**src/rtl/huffman_bit_packer.sv**
```systemverilog
// rtl/huffman_bit_packer.sv - packs byte symbols into MSB-first OUT_W-bit words using a canonical Huffman table
// Code lengths are rebuilt from BITS_packed after each load; output words are left-aligned and zero-padded.
module huffman_bit_packer #(
  parameter int SYMBOLS  = 6,
  parameter int MAX_BITS = 16,
  parameter int OUT_W    = 32
) (
  input  logic                      clk,
  input  logic                      rst,
  input  logic                      load,
  input  logic [8*MAX_BITS-1:0]     BITS_packed,
  input  logic [8*SYMBOLS-1:0]      HUFFMANVAL_packed,
  input  logic [16*SYMBOLS-1:0]     HUFFMAN_CODE_packed,
  input  logic                      in_valid,
  output logic                      in_ready,
  input  logic [7:0]                in_sym,
  input  logic                      in_last,
  output logic                      out_valid,
  input  logic                      out_ready,
  output logic [OUT_W-1:0]          out_word,
  output logic [$clog2(OUT_W):0]    out_nbits,
  output logic                      out_last,
  output logic                      err_unknown,
  output logic                      tbl_valid
);

  localparam int BUF_W  = OUT_W + MAX_BITS;
  localparam int FILL_W = $clog2(BUF_W + 1);
  localparam int NB_W   = $clog2(OUT_W) + 1;
  localparam int LEN_W  = $clog2(MAX_BITS + 1);
  localparam int L_W    = (MAX_BITS > 1) ? $clog2(MAX_BITS) : 1;
  localparam int IDX_W  = (SYMBOLS > 1) ? $clog2(SYMBOLS) : 1;

  localparam logic [FILL_W-1:0] FULL   = FILL_W'(OUT_W);
  localparam logic [FILL_W-1:0] BUF_SZ = FILL_W'(BUF_W);

  typedef enum logic [1:0] {IDLE, BUILD, RUN, FLUSH} state_t;

  state_t             state_q;
  logic [7:0]         cnt_q  [MAX_BITS];
  logic [7:0]         val_q  [SYMBOLS];
  logic [15:0]        code_q [SYMBOLS];
  logic [LEN_W-1:0]   len_q  [SYMBOLS];
  logic [IDX_W-1:0]   bidx_q;
  logic [BUF_W-1:0]   buf_q;
  logic [FILL_W-1:0]  fill_q;
  logic               out_valid_q;
  logic               out_last_q;
  logic [OUT_W-1:0]   out_word_q;
  logic [NB_W-1:0]    out_nbits_q;
  logic               err_q;
  logic               tbl_valid_q;

  // Lowest length with codes still unassigned; counts only drain from the low end.
  logic               b_found;
  logic [L_W-1:0]     b_sel;
  always_comb begin
    b_found = 1'b0;
    b_sel   = '0;
    for (int l = MAX_BITS - 1; l >= 0; l--) begin
      if (cnt_q[l] != 8'd0) begin
        b_found = 1'b1;
        b_sel   = L_W'(l);
      end
    end
  end

  logic               hit;
  logic [IDX_W-1:0]   hidx;
  logic [LEN_W-1:0]   sym_len;
  logic [15:0]        sym_code;
  logic               known;
  always_comb begin
    hit  = 1'b0;
    hidx = '0;
    for (int i = SYMBOLS - 1; i >= 0; i--) begin
      if (val_q[i] == in_sym) begin
        hit  = 1'b1;
        hidx = IDX_W'(i);
      end
    end
    sym_len  = len_q[hidx];
    sym_code = code_q[hidx];
    known    = hit && (sym_len != '0);
  end

  // Shifting by BUF_W-len drops the unused upper code bits and parks the code at the top.
  logic [BUF_W-1:0]   ext;
  logic [BUF_W-1:0]   buf_d;
  logic [FILL_W-1:0]  fill_d;
  always_comb begin
    ext    = BUF_W'(sym_code);
    buf_d  = buf_q | ((ext << (BUF_SZ - FILL_W'(sym_len))) >> fill_q);
    fill_d = fill_q + FILL_W'(sym_len);
  end

  logic load_ok;
  assign load_ok  = load && ((state_q == IDLE) ||
                             ((state_q == RUN) && (fill_q == '0) && !out_valid_q));
  assign in_ready = (state_q == RUN) && (fill_q < FULL) && !out_valid_q;

  always_ff @(posedge clk or negedge rst) begin
    if (!rst) begin
      state_q     <= IDLE;
      bidx_q      <= '0;
      buf_q       <= '0;
      fill_q      <= '0;
      out_valid_q <= 1'b0;
      out_last_q  <= 1'b0;
      out_word_q  <= '0;
      out_nbits_q <= '0;
      err_q       <= 1'b0;
      tbl_valid_q <= 1'b0;
      for (int l = 0; l < MAX_BITS; l++) cnt_q[l] <= '0;
      for (int i = 0; i < SYMBOLS; i++) begin
        val_q[i]  <= '0;
        code_q[i] <= '0;
        len_q[i]  <= '0;
      end
    end else if (load_ok) begin
      for (int l = 0; l < MAX_BITS; l++) cnt_q[l] <= BITS_packed[8*l +: 8];
      for (int i = 0; i < SYMBOLS; i++) begin
        val_q[i]  <= HUFFMANVAL_packed[8*i +: 8];
        code_q[i] <= HUFFMAN_CODE_packed[16*i +: 16];
      end
      tbl_valid_q <= 1'b0;
      err_q       <= 1'b0;
      bidx_q      <= '0;
      state_q     <= BUILD;
    end else begin
      case (state_q)
        BUILD: begin
          len_q[bidx_q] <= b_found ? (LEN_W'(b_sel) + LEN_W'(1)) : '0;
          if (b_found) cnt_q[b_sel] <= cnt_q[b_sel] - 8'd1;
          if (bidx_q == IDX_W'(SYMBOLS - 1)) begin
            tbl_valid_q <= 1'b1;
            state_q     <= RUN;
          end else begin
            bidx_q <= bidx_q + IDX_W'(1);
          end
        end
        RUN: begin
          if (out_valid_q) begin
            if (out_ready) begin
              buf_q       <= buf_q << OUT_W;
              fill_q      <= fill_q - FULL;
              out_valid_q <= 1'b0;
            end
          end else if (in_valid && in_ready) begin
            if (known) begin
              buf_q  <= buf_d;
              fill_q <= fill_d;
            end else begin
              err_q <= 1'b1;
            end
            if (in_last) begin
              state_q <= FLUSH;
            end else if (known && (fill_d >= FULL)) begin
              out_valid_q <= 1'b1;
              out_word_q  <= buf_d[BUF_W-1 -: OUT_W];
              out_nbits_q <= NB_W'(OUT_W);
              out_last_q  <= 1'b0;
            end
          end
        end
        FLUSH: begin
          if (!out_valid_q) begin
            out_valid_q <= 1'b1;
            out_word_q  <= buf_q[BUF_W-1 -: OUT_W];
            if (fill_q > FULL) begin
              out_nbits_q <= NB_W'(OUT_W);
              out_last_q  <= 1'b0;
            end else begin
              out_nbits_q <= NB_W'(fill_q);
              out_last_q  <= 1'b1;
            end
          end else if (out_ready) begin
            out_valid_q <= 1'b0;
            if (out_last_q) begin
              buf_q   <= '0;
              fill_q  <= '0;
              state_q <= RUN;
            end else begin
              buf_q  <= buf_q << OUT_W;
              fill_q <= fill_q - FULL;
            end
          end
        end
        default: state_q <= IDLE;
      endcase
    end
  end

  assign out_valid   = out_valid_q;
  assign out_word    = out_word_q;
  assign out_nbits   = out_nbits_q;
  assign out_last    = out_last_q;
  assign err_unknown = err_q;
  assign tbl_valid   = tbl_valid_q;

endmodule

```
**config.mk**
```make
export PLATFORM = sky130hd
export DESIGN_NAME = huffman_bit_packer
export DESIGN_NICKNAME = d
export VERILOG_FILES = /design/src/rtl/huffman_bit_packer.sv
export SDC_FILE = /design/constraint.sdc
export NUM_CORES = 1
export LEC_CHECK = 0
export CORE_AREA = 2 2 238 240
export CTS_BUF_LIST = sky130_fd_sc_hd__clkbuf_8
export CTS_CLUSTER_DIAMETER = 50
export DETAILED_ROUTE_END_ITERATION = 6
export DIE_AREA = 0 0 240 242
export GPL_TIMING_DRIVEN = 1
export PLACE_DENSITY_LB_ADDON = 0.2
export SETUP_SLACK_MARGIN = 0.4
export SYNTH_ARGS = -nofsm -noshare
export SYNTH_HDL_FRONTEND = slang
export SYNTH_SLANG_ARGS = --single-unit
```
**constraint.sdc**
```tcl
create_clock -name clk -period 12.75 [get_ports clk]
set_input_delay 2.55 -clock clk [delete_from_list [all_inputs] [get_ports clk]]
set_output_delay 2.55 -clock clk [all_outputs]
set_load 0.1 [all_outputs]
```
### Word-level counts from Yosys, hierarchy flattened

Cells that the tools add are included.

| word-level totals | value |
|---|---|
| register bits | 403 |
| latch bits | 0 |
| bits in writable memories | 0 |
| ROM bits | 0 |
| bits of input ports | 286 |
| memories kept | 0 |

| operators by class | value |
|---|---|
| add/subtract/negate cells | 6 |
| $mul | 0 |
| div/mod/pow operators | 0 |
| magnitude comparators | 8 |
| equality and inequality tests | 30 |
| shift operators | 2 |
| muxes and demuxes | 126 |
| bitwise operators | 5 |
| reductions and logical operators | 46 |

Operator list:

| kind | count |
|---|---|
| $mux 128 | 3 |
| $mux 48 | 7 |
| $mux 32 | 5 |
| $bwmux 128 | 1 |
| $reduce_bool 8->1 | 16 |
| $pmux 48 s2 | 1 |
| $mux 6 | 13 |
| $mux 4 | 16 |
| $pmux 32 s2 | 1 |
| $bmux 16 s3 | 1 |
| $eq 8x8->1 | 6 |
| $or 48x48->48 | 1 |
| $shl 16x6->48 | 1 |
| $shr 48x6->48 | 1 |
| $mux 1 | 42 |
| $bmux 8 s4 | 1 |
| $demux 8 s4 | 1 |
| $mux 16 | 2 |
| $bwmux 30 | 1 |
| $mux 3 | 9 |
| $mux 8 | 3 |
| $ne 3x3->1 const B | 8 |
| $pmux 6 s2 | 2 |
| $reduce_and 7->1 | 3 |
| other kinds (37) | 78 |

### Longest topological paths before layout

| logic depth | value |
|---|---|
| word-level depth | 26 |
| depth in mapped cells | 26 |
| gate-level depth less buffers | 21 |

### Worst setup path after synthesis

OpenSTA, ideal clock, no wires.

| timing path | value |
|---|---|
| kind | input-to-reg |
| from | input in_sym[4] |
| to | register out_word_q[2] (netlist: out_word[2]) |
| setup time | 0.082 ns |
| arrival time | 7.893 ns |
| data required time | 12.668 ns |
| setup slack | 4.775 ns |
| stages on the path | 22 |
| path buffers | 5 |
| path through | buf_2 -> xor2_1 -> nor4_4 -> nand2_2 -> a211oi_1 -> mux2_2 -> o211ai_1 -> buf_2 -> buf_4 -> ha_1 -> clkbuf_1 -> inv_1 -> clkbuf_1 -> mux4_2 -> and2_1 -> nor3_1 -> o22ai_1 -> mux4_2 -> and2_1 -> a31o_1 -> o22a_1 -> a31oi_1 |

| on the way | value |
|---|---|
| longest elaborated chain between the ends | 20 |
| elaborated cells between the ends (all ways) | 41 |
| classes of those cells | 2 x add/sub; 1 x order compare; 7 x eq/ne; 2 x shift; 23 x mux; 2 x bitwise; 4 x reduce/logical |

RTL lines:

| item | RTL line | source |
|---|---|---|
| start: declaration | 16 | `input logic [7:0] in_sym,` |
| $eq 8x8->1 | 77 | `if (val_q[i] == in_sym) begin` |
| $mux 3 (6 in a row) | 77 |  |
| $not 3->4 (implied by the code) | 82, 83 |  |
| $bmux 5 s3 | 82 | `sym_len = len_q[hidx];` |
| $mux 5 (implied by the code) (2 in a row) | 82 |  |
| $sub 6x5->6 | 93 | `buf_d = buf_q \| ((ext << (BUF_SZ - FILL_W'(sym_len))) >> fill_q);` |
| $shl 16x6->48 | 93 |  |
| $shr 48x6->48 | 93 |  |
| $or 48x48->48 | 93 |  |
| $mux 32 | 158 | `end else if (known && (fill_d >= FULL)) begin` |
| $mux 32 | 156 | `if (in_last) begin` |
| $mux 32 | 149 | `end else if (in_valid && in_ready) begin` |
| $mux 32 | 143 | `if (out_valid_q) begin` |
| $pmux 32 s2 | 131 | `case (state_q)` |
| end signal: assignment | 160 | `out_word_q <= buf_d[BUF_W-1 -: OUT_W];` |
| end signal: assignment | 169 | `out_word_q <= buf_q[BUF_W-1 -: OUT_W];` |
| end: declaration | 49 | `logic [OUT_W-1:0] out_word_q;` |

Parallel ways exist; a longest one is shown, timed or not. The select of a mux whose other input is x is not followed.
A chain may end at the register's enable or synchronous reset.

### Worst setup path after layout

| timing path | value |
|---|---|
| from | input in_sym[4] |
| to | register out_word_q[4] (netlist: out_word[4]) |

The elaborated chain is that of the path after synthesis.

==> impl_results.md <==
- Yosys warns: 0
- WP data arrival: roughly 11 ns
- Final routed wire length divided by cell count: ~25 um
- Max-cap violations: 0
- Post-Syn Area: 24,700 um2
- CP max stage delay: 1.01 ns
- Gr usage total: 0.336
- Syn Nets: approximately 3,200
- Pwr dens: approximately 270 nW/um2
- Critical Path, Cell by Cell: clkdlybuf4s50_1, xor2_1, nor4_2, nand2_1, and4_1, a21o_1, o211ai_1, buf_4, ha_1, inv_1, nor3_1, ha_1, buf_4, nor3_1, a21boi_1, a2bb2oi_1, o22a_1, mux2_2, a311oi_1, a22oi_1, o21ai_1
- Post-cts resize count: 0
- Largest net degree at the start of global routing: 213
- Fin crit share: 0.810
- Post-synthesis sequential area ratio: 0.408
- # Post-CTS Setup Buffers: 0
- Clock Tree Root: clkbuf_8
- Worst relative slew slack: 0.107
- Iter 0 DRT Violations: around 2,900
- # rows: slightly below 90
- CTS max path bufs: 3
- Final setup margin: between 2 and 2.5 ns
- Syn_area_per_cell: between 8 and 9 um2
- Reg area: 10,100 um2
- Gpl congestion: about 0.96
- Final setup TNS: 0 ns
- Hold-fix buffers at CTS: 0
- Area Growth Syn to Fin: 21.4%
- Initial antenna violation count: 6
- Reg2reg setup slack: 4.55 ns
- Final Hold Slack: 0.465 ns
- Clock transition at path regs: 0.06 ns
- Fraction of synthesis flops using an asynchronous set or reset pin: 1.00
- Placed inst area: about 29,000 um2
- Critical Path RT: 13.34 ns
- First-pass GRT wire length: around 150,000 um
- GRT overflow: 0
- I/O pin count: between 300 and 400
- Antenna Nets Post-Route: 0
- Yosys top cell by area: dfrtp_1
- Unrepaired setup endpoints after global routing: no
- Critical path fanouts, max: 32
- Hold/Removal Path Class: reg2reg
- Final core occ: 0.538
- Seq cells post-synth: just over 400
- Fmax: 96.8 MHz
- Worst skew pair latency: 0.69 ns
- Peak supply drop: between 0.1 and 0.15 mV
- Core Area: between 50,000 and 60,000 um2
- # fillers: 5,208
- Synthesized instance count: 2,862
- Status: finished, final reports clean
- Critical Path Sink: out_word[4]
- Crit path max-delay cell type: a21boi_1
- Post-Place Cells: 3,796
- Post-layout min period: 10.33 ns
- Post-DP HPWL: between 70,000 and 80,000 um
- Post-Layout Cell Count: 3,923
- FF-to-FF Start: val_q[36]
- Die height: between 200 and 250 um
- Final Total Pwr: roughly 8.0 mW
- Number of buffers created by CTS: between 70 and 80
- DR vias: roughly 25,000
- Nets: around 3,400
- CP top delay family: compound AO/OA/AOI/OAI gates
- Post-route cell area: 30,000 um2
- Drt total wl: between 90,000 and 100,000 um
- Critical path class: in2reg
- H-tree depth: 3
- Worst hold start: out_word[27]
- Vias in the first global route: 24,700
- R2R cell count: 20
- Post-synth EDFFs: 0
- WP buf/inv: 4
- Top_reg_cell synth: dfrtp_1
- ANT cells: 0
- Starting Density: 0.444
- Die area: around 58,000 um2
- Endpoint class of the critical path: flop
- Clock Skew: 0.0318 ns
- Via density: about 6.3
- Max Slew Vio Count: 0
- Top-area cell type share of the netlist area: 0.408
- Worst R2R End: out_word[4]
- Crit path launch type: input port
- Die span in x: between 200 and 250 um
- Critical path depth: 21
- Library cells used by synthesis: roughly 100
- CTS Sinks: approximately 400
- Post-Place Setup Slack: about 1.9 ns
- Worst-Margin Slew: between 1 and 1.5 ns
- # setup viols final: 0
- Area taken by multi-input logic gates: roughly 14,000 um2
- DRC viols: 0
- Final Hold Viols: 0
- 1st-pass router iterations: 6
- Layout cells sized above 1: 0.0878
- Port-buffer cells: between 300 and 400
- CP startpoint: in_sym[4]
- Area contributors post-synth: dfrtp_1 (41%), nand2_1 (10%), o21ai_0 (4.5%)
- P_leak: between 10 and 15 nW
- CTS tree: yes
-- kinds of logic (layout without fill, tap and decap cells) --
| logic type | after synthesis | in the layout | synth area share |
|---|---|---|---|
| AO/OA/AOI/OAI | 870 | 870 | 0.239 |
| buffers and inverters | 231 | 536 | 0.0386 |
| XOR/XNOR | 63 | 63 | 0.0237 |
| flip-flops | 403 | 403 | 0.408 |
| adder cells (fa/ha/maj) | 15 | 15 | 0.00789 |
| multiplexers | 166 | 166 | 0.0878 |
| AND/OR/NAND/NOR | 1114 | 1114 | 0.196 |
-- metal layers --
layer	vias to the layer above	GRT usage	wire (um)
met5	-	0	80
met4	12	0.157	4730
met3	298	0.0562	7480
met2	1312	0.531	46000
met1	12300	0.450	40300
li1	11000	-	-
-- flip-flops by register name, indices dropped and copies added, names as in the netlist --
name         count
bidx_q           3
buf_q           48
cnt_q          128
code_q          96
err_unknown      1
fill_q           6
len_q           30
out_last         1
out_nbits        6
out_valid        1
out_word        32
state_q          2
tbl_valid        1
val_q           48
-- worst min-delay path by stage --
stage                         to  depth (start not counted)  slack, ns
CTS                 out_word[27]                          2       0.47
global route          code_q[81]                          2       0.50
finish              out_word[27]                          2       0.46
floorplan             code_q[64]                          2       0.44
detailed placement  out_word[27]                          2       0.46
global placement      code_q[78]                          2       0.45
-- synthesized netlist by cell type (16+ instances only) --
library cell and count:
xor2_1 37, a21oi_1 133, dfrtp_1 403, and2_1 21
mux2_2 39, o21ai_1 17, mux2i_1 88, o22ai_1 41
inv_1 31, or4_1 16, buf_1 17, nor4_1 28
o211ai_1 25, a22oi_1 137, nor3_1 71, nand3_1 66
a22o_1 20, xnor2_1 23, o21ai_0 220, clkbuf_1 147
buf_2 21, mux4_2 36, a221o_1 21, a211oi_1 34
nor2_1 171, a31oi_1 29, o31ai_1 21, nand2_1 667
-- cells in the final DEF, fill, tap and decap left out, types with 35 or more instances in the layout --
| cell | count |
|---|---|
| clkdlybuf4s50_1 | 327 |
| nor2_1 | 170 |
| xor2_1 | 35 |
| o22ai_1 | 41 |
| nand3_1 | 66 |
| mux2_2 | 39 |
| dfrtp_1 | 403 |
| buf_4 | 46 |
| inv_1 | 61 |
| clkbuf_8 | 86 |
| o21ai_0 | 220 |
| mux4_2 | 36 |
| mux2i_1 | 88 |
| a22oi_1 | 137 |
| a21oi_1 | 132 |
| nand2_1 | 666 |
| nor3_1 | 70 |
-- worst register-to-register path: cells and delay by family (launching register included) --
| family | cells | cell delay (ns) |
|---|---|---|
| DFF | 1 | 0.41 |
| buffers and inverters | 3 | 0.70 |
| muxes | 1 | 0.28 |
| and+or+nand+nor | 5 | 2.64 |
| adders and majority gates | 2 | 0.59 |
| AOI/OAI and AO/OA | 8 | 3.27 |
| xor gates and xnor gates | 1 | 0.19 |
-- power breakdown --
group          switching, mW  internal, mW  leakage (nW)
Combinational           3.11          1.43          6.87
Sequential             0.473          1.82          5.13
Clock                  0.577         0.616         0.820
Total                   4.16          3.87          12.8
-- final cells by class --
class	count	area share
repair buffers	375	0.122
well taps	756	0.0315
inverters	34	0.00425
flip-flops and latches	403	0.336
multi-input cells	2228	0.460
clock inverters	41	0.00709
clock buffers	86	0.0394
(Power assumes the default switching activity.)
